### src/rtl/fpmac_arb.sv
// Two-requester arbiter in front of a LAT-deep fpmac pipeline: registers the granted
// operands, tracks each issue's owner through a tag shift register, and returns results to that owner.
module fpmac_arb #(
  parameter int LAT = 11
) (
  input  logic        CLK,
  input  logic        RST,
  input  logic        cfg_fixed_pri,
  input  logic        req0_valid,
  input  logic [15:0] req0_in,
  input  logic [15:0] req0_weight,
  input  logic [15:0] req0_acc,
  output logic        req0_ready,
  input  logic        req1_valid,
  input  logic [15:0] req1_in,
  input  logic [15:0] req1_weight,
  input  logic [15:0] req1_acc,
  output logic        req1_ready,
  output logic [15:0] mac_in,
  output logic [15:0] mac_weight,
  output logic [15:0] mac_acc,
  input  logic [15:0] mac_out,
  input  logic        mac_overflow,
  output logic        rsp0_valid,
  output logic [15:0] rsp0_data,
  output logic        rsp0_ovf,
  output logic        rsp1_valid,
  output logic [15:0] rsp1_data,
  output logic        rsp1_ovf,
  output logic [3:0]  outstanding
);

  logic           last_grant;
  logic [LAT:0]   tag_vld;
  logic [LAT:0]   tag_id;
  logic           issue;
  logic           issue_id;
  logic           retire;

  // Requester 0 wins a tie when fixed priority is on or requester 1 was granted last.
  always_comb begin
    req0_ready = RST && req0_valid && (!req1_valid || cfg_fixed_pri || last_grant);
    req1_ready = RST && req1_valid && !req0_ready;
  end

  assign issue    = req0_ready || req1_ready;
  assign issue_id = req1_ready;
  assign retire   = tag_vld[LAT];

  // Stage k of the tag pipe lines up with the fpmac result of an issue k+1 cycles earlier.
  always_ff @(posedge CLK) begin
    if (!RST) begin
      last_grant  <= 1'b1;
      tag_vld     <= '0;
      tag_id      <= '0;
      mac_in      <= 16'h0000;
      mac_weight  <= 16'h0000;
      mac_acc     <= 16'h0000;
      outstanding <= 4'd0;
    end else begin
      if (issue) begin
        last_grant <= issue_id;
      end
      tag_vld <= {tag_vld[LAT-1:0], issue};
      tag_id  <= {tag_id[LAT-1:0], issue_id};
      if (req1_ready) begin
        mac_in     <= req1_in;
        mac_weight <= req1_weight;
        mac_acc    <= req1_acc;
      end else if (req0_ready) begin
        mac_in     <= req0_in;
        mac_weight <= req0_weight;
        mac_acc    <= req0_acc;
      end else begin
        mac_in     <= 16'h0000;
        mac_weight <= 16'h0000;
        mac_acc    <= 16'h0000;
      end
      case ({issue, retire})
        2'b10:   outstanding <= outstanding + 4'd1;
        2'b01:   outstanding <= outstanding - 4'd1;
        default: outstanding <= outstanding;
      endcase
    end
  end

  always_comb begin
    rsp0_valid = retire && !tag_id[LAT];
    rsp1_valid = retire &&  tag_id[LAT];
    rsp0_data  = rsp0_valid ? mac_out : 16'h0000;
    rsp1_data  = rsp1_valid ? mac_out : 16'h0000;
    rsp0_ovf   = rsp0_valid && mac_overflow;
    rsp1_ovf   = rsp1_valid && mac_overflow;
  end

endmodule

### config.mk
export PLATFORM = sky130hd
export DESIGN_NAME = fpmac_arb
export DESIGN_NICKNAME = d
export VERILOG_FILES = /design/src/rtl/fpmac_arb.sv
export SDC_FILE = /design/constraint.sdc
export NUM_CORES = 1
export LEC_CHECK = 0
export CAP_MARGIN = 30
export CELL_PAD_IN_SITES_DETAIL_PLACEMENT = 1
export CELL_PAD_IN_SITES_GLOBAL_PLACEMENT = 1
export CORE_UTILIZATION = 25
export CTS_CLUSTER_SIZE = 28
export DETAILED_ROUTE_END_ITERATION = 10
export MAX_ROUTING_LAYER = met4
export PLACE_DENSITY_LB_ADDON = 0.1
export SYNTH_ARGS = -nofsm -noshare
export SYNTH_HDL_FRONTEND = slang
export SYNTH_SLANG_ARGS = --single-unit
export TNS_END_PERCENT = 10
### constraint.sdc
create_clock -name CLK -period 3.75 [get_ports CLK]
set_input_delay 0.9375 -clock CLK [delete_from_list [all_inputs] [get_ports CLK]]
set_output_delay 0.9375 -clock CLK [all_outputs]
set_load 0.01 [all_outputs]
### After elaboration in Yosys (flattened, before gate mapping)

Index checks and enable logic that the tools add are counted.

| storage, ports and cells | value |
|---|---|
| RAM bits | 0 |
| logic and storage cells | 35 |
| latch bits | 0 |
| memory bits (read-only) | 0 |
| input bits | 118 |
| memories kept | 0 |
| register bits after elaboration | 77 |
| output and inout bits | 90 |

| cells by class | value |
|---|---|
| multiplexer cells | 9 |
| multipliers | 0 |
| shift operators | 0 |
| equality and inequality tests | 2 |
| add/subtract/negate cells | 2 |
| magnitude comparators | 0 |
| bitwise operators | 0 |
| div/mod/pow operators | 0 |
| reductions and logical operators | 15 |

Operator list:

| kind | count |
|---|---|
| 16-bit two-way mux | 8 |
| 1-bit logical AND | 8 |
| 4-bit one-hot mux with 2 select lines | 1 |
| 4-bit by 1-bit adder with 4-bit output (second input constant) | 1 |
| 4-bit by 1-bit subtractor with 4-bit output (second input constant) | 1 |
| 1-bit logical NOT | 3 |
| 1-bit logical OR | 3 |
| 2-bit by 1-bit equality test with 1-bit output (second input constant) | 1 |
| 2-bit equality test (second input constant) | 1 |
| 2-bit nonzero test | 1 |

### Logic depth before layout (Yosys ltp)

| logic depth | value |
|---|---|
| depth in word-level cells | 9 |
| mapped depth | 10 |
| mapped depth without buffers | 9 |

### Worst setup path after synthesis

OpenSTA, ideal clock, no wires.

| path | value |
|---|---|
| kind | input to register |
| start | input RST |
| end | register outstanding[2] |
| path slack | 1.158 ns |
| setup time | 0.070 ns |
| arrival time | 2.522 ns |
| required time | 3.680 ns |
| buffers on the path | 1 |
| stages | 10 |
| cell sequence | clkbuf_1 o21a_1 inv_1 ha_1 xor2_1 ha_1 a21oi_1 xor2_1 or3_1 a21boi_1 |

| between the ends | value |
|---|---|
| word-level cells in the longest chain between the ends | 7 |
| elaborated cells on any way between the ends | 10 |
| those cells by class | eq/ne (2); mux (1); reduce/logical (7) |

RTL lines:

| element | line | RTL |
|---|---|---|
| start, declared | 7 | `input logic RST,` |
| 1-bit logical AND (2 in a row) | 42 | `req0_ready = RST && req0_valid && (!req1_valid \|\| cfg_fixed_pri \|\| last_grant);` |
| 1-bit logical NOT | 43 | `req1_ready = RST && req1_valid && !req0_ready;` |
| 1-bit logical AND | 43 |  |
| 1-bit logical OR | 46 | `assign issue = req0_ready \|\| req1_ready;` |
| 2-bit by 1-bit equality test with 1-bit output / 2-bit equality test (equally long branches) | 79 | `case ({issue, retire})` |
| 4-bit one-hot mux with 2 select lines / 2-bit nonzero test (equally long branches) | - |  |
| end signal, assigned | 80 | `2'b10: outstanding <= outstanding + 4'd1;` |
| end signal, assigned | 81 | `2'b01: outstanding <= outstanding - 4'd1;` |
| end signal, assigned | 82 | `default: outstanding <= outstanding;` |
| end, declared | 30 | `output logic [3:0] outstanding` |

Several ways; a longest one is shown, not always the timed one.
A chain may end at the register's enable or synchronous reset.

### Final worst setup path

| path | value |
|---|---|
| start | input RST |
| end | output req0_ready |

| between the ends | value |
|---|---|
| word-level cells in the longest chain between the ends | 2 |

RTL lines:

| element | line | RTL |
|---|---|---|
| 1-bit logical AND (2 in a row) | 42 |  |
| end, declared | 13 | `output logic req0_ready,` |

Every way passes these cells.

==> metrics.md <==
| Metric | Value |
|---|---|
| Status | `complete, no violations` |
| Tcrit/Tclk final | `87.7%` |
| Final Max Tran Viols | `0` |
| Fmax | `304 MHz` |
| Most frequent cells in the layout | `207 x clkdlybuf4s50_1, 77 x dfxtp_1, 48 x a22o_1` |
| Data arrival, critical path | `2.35 ns` |
| PostCTS Resize Cnt | `0` |
| Post-synth top area cell | `dfxtp_1` |
| Total GRT Usage | `15.9%` |
| Fin cells | `579` |
| Worst slew margin | `66.1%` |
| Most frequent CP cell | `clkdlybuf4s50_1` |
| # DRC | `0` |
| R2R depth | `8` |
| Port bufs | `207` |
| R2R Setup Slk | `1.86 ns` |
| Ranking of synthesized cells by area | `dfxtp_1 58%, a22o_1 16%, and2_1 9.7%, and3_1 4.5%, buf_2 1.7%` |
| Sequential fraction of the synthesis area | `58.2%` |
| DRT Pass-1 Iters | `4` |
| WL/cell | `14.5 µm` |
| NumNets Final | `559` |
| Setup Buffers After CTS | `0` |
| Gr ovfl total | `0` |
| Filler cells | `1,123` |
| ANT cells | `0` |
| Final Setup Violations | `0` |
| Post-Synthesis Cells | `234` |
| Initial antenna violation count | `0` |
| Critical Path Start Type | `input port` |
| Pleak | `2.04 nW` |
| Hold WS | `0.427 ns` |
| Post-synth cell types | `27` |
| Hold EP | `tag_vld[7]$_SDFF_PN0_` |
| CTS tree | `done` |
| Hold Vio Cnt, Final | `0` |
| R2R Path Start | `tag_vld[11]$_SDFF_PN0_` |
| First DRT Iteration DRCs | `80` |
| CP cell instances | `clkdlybuf4s50_1, nand2_1, a21oi_4, clkdlybuf4s50_1` |
| Slowest stage delay, CP | `0.59 ns` |
| ANT nets after route | `0` |
| Die Height | `105 µm` |
| Hold crit path type | `flip-flop to flip-flop` |
| Clock buffer depth | `2` |
| Req. time, crit path | `2.81 ns` |
| Crit path max fanout | `6` |
| Critical path's slowest cell | `clkdlybuf4s50_1` |
| Post-Syn Area per Cell | `11.3 µm²` |
| CP Class | `input port to output pin` |
| Utilization after layout | `49.3%` |
| R2r endpoint | `outstanding[2]$_SDFFE_PN0P_` |
| Site Rows | `37` |
| Setup TNS | `0 ns` |
| WHS Path Cells | `1` |
| Post-route minimum period | `3.29 ns` |
| Cts hold-fix bufs | `0` |
| Die Wd | `105 µm` |
| Io pins | `208` |
| Cell count after placement | `563` |
| Commonest non-fill, non-tap cell in the layout | `clkdlybuf4s50_1` |
| Detail-routed via count per cell | `4.37` |
| Setup crit end kind | `output pin` |
| Power per cell area | `369 nW/µm²` |
| Synth warn | `0` |
| Mapped cell area | `2650 µm²` |
| Worst IR drop on VDD | `164 µV` |
| First-pass GRT wire length | `13,100 µm` |
| Yosys top cell area share | `58.2%` |
| Root Buffer | `clkbuf_8` |
| Number of synthesized register bits | `77` |
| Total power | `1.87 mW` |
| Total clock sinks | `77` |
| Total number of H-tree levels | `3` |
| CTS buffer count | `9` |
| Die area | `11,000 µm²` |
| RSZ-0062 raised after global routing | `false` |
| Hold Crit Start | `tag_vld[6]$_SDFF_PN0_` |
| Worst-Skew Late Latency | `0.33 ns` |
| Final Skew | `0.00956 ns` |
| Slew @ Worst Pin | `0.509 ns` |
| Placer congestion estimate | `0.712` |
| Starting Density | `25.8%` |
| Core ar. | `10,300 µm²` |
| Final wirelength | `8420 µm` |
| Post-Syn Nets | `355` |
| Vias in the first global route | `2,633` |
| Dpl hpwl | `6570 µm` |
| Ratio of cells with drive above 1 in the final layout | `4.97%` |
| Area grow syn2layout | `91.4%` |
| Clock transition at the registers of the reported paths | `0.08 ns` |
| Largest net degree at the start of global routing | `50` |
| Max-Cap Viols | `0` |
| Vias | `2,530` |
## worst max-delay path by stage
stage | startpoint | end | cells past startpoint
finish | RST | req0_ready | 4
global placement | RST | req0_ready | 4
CTS | RST | req0_ready | 4
floorplan | RST | outstanding[2]$_SDFFE_PN0P_ | 10
detailed placement | RST | req0_ready | 4
global route | RST | req0_ready | 4
## worst max-delay path: cells and delay by family
family	cells	cell delay (ns)
buffers and inverters	2	1.15
AND/OR/NAND/NOR	1	0.13
AO/OA/AOI/OAI	1	0.12
## per-layer routing
layer  vias up  wire length (µm)  track usage (%)  part of all wire [%]
met1      1166              3000             15.1                    36
met5         -                 0                -                     0
met2       117              4440             28.5                    53
met3        15               809             6.61                   9.6
met4         0               164             6.44                   1.9
li1       1232                 -                -                     -
## cell usage after synthesis
cell type  count
xnor2_1        1
xor2_1         2
dfxtp_1       77
clkbuf_1       7
ha_1           3
buf_2          9
a21oi_1        2
a22o_1        48
nor4b_1        1
nor2b_1        2
nor4bb_1       1
or3_1          1
a21boi_1       1
o31ai_1        1
o21ai_0        2
and2b_1        1
nand2_1        3
o21ai_1        2
inv_1          1
nor2_1         2
nand2b_1       1
o21a_1         1
and3_1        19
mux2i_1        2
and2_1        41
buf_6          2
nor3b_1        1
## cell type report
type / instances / area [µm²] / area share, %
clock buffer: 10 / 138 / 2.71
clock inverter: 6 / 92.6 / 1.83
inverter: 1 / 3.75 / 0.0740
multi-input combinational: 138 / 1020 / 20.2
sequential: 77 / 1540 / 30.4
tap: 136 / 170 / 3.36
timing repair buffer: 211 / 2100 / 41.5
## cell families after synthesis
| kind of cell | Yosys count | share of synthesized area, % |
|---|---|---|
| multiplexers | 2 | 0.756 |
| AO/OA/AOI/OAI | 57 | 17.9 |
| adder cells (fa/ha/maj) | 3 | 1.42 |
| XOR/XNOR | 3 | 0.992 |
| AND/OR/NAND/NOR | 73 | 17.1 |
| buffers and inverters | 19 | 3.68 |
| flip-flops | 77 | 58.2 |
## through the flow
step	setup WS, ns	area, µm²
after floorplan	1.16	2650
after global placement	0.454	4840
after detailed placement	0.433	4840
after CTS	0.424	5070
after global routing	0.404	5070
final	0.463	5070
## state kept, by name (all words and copies together) (netlist names)
signal,count
last_grant,1
tag_vld,12
mac_acc,16
mac_weight,16
tag_id,12
mac_in,16
outstanding,4
## report_power, final
group,total (mW),switching [mW],internal (mW),leakage (nW)
Sequential,0.872,0.0133,0.858,0.632
Clock,0.705,0.307,0.398,0.110
Combinational,0.295,0.0930,0.202,1.30
Total,1.87,0.413,1.46,2.04
No activity file was read; power rests on OpenSTA's default activity.
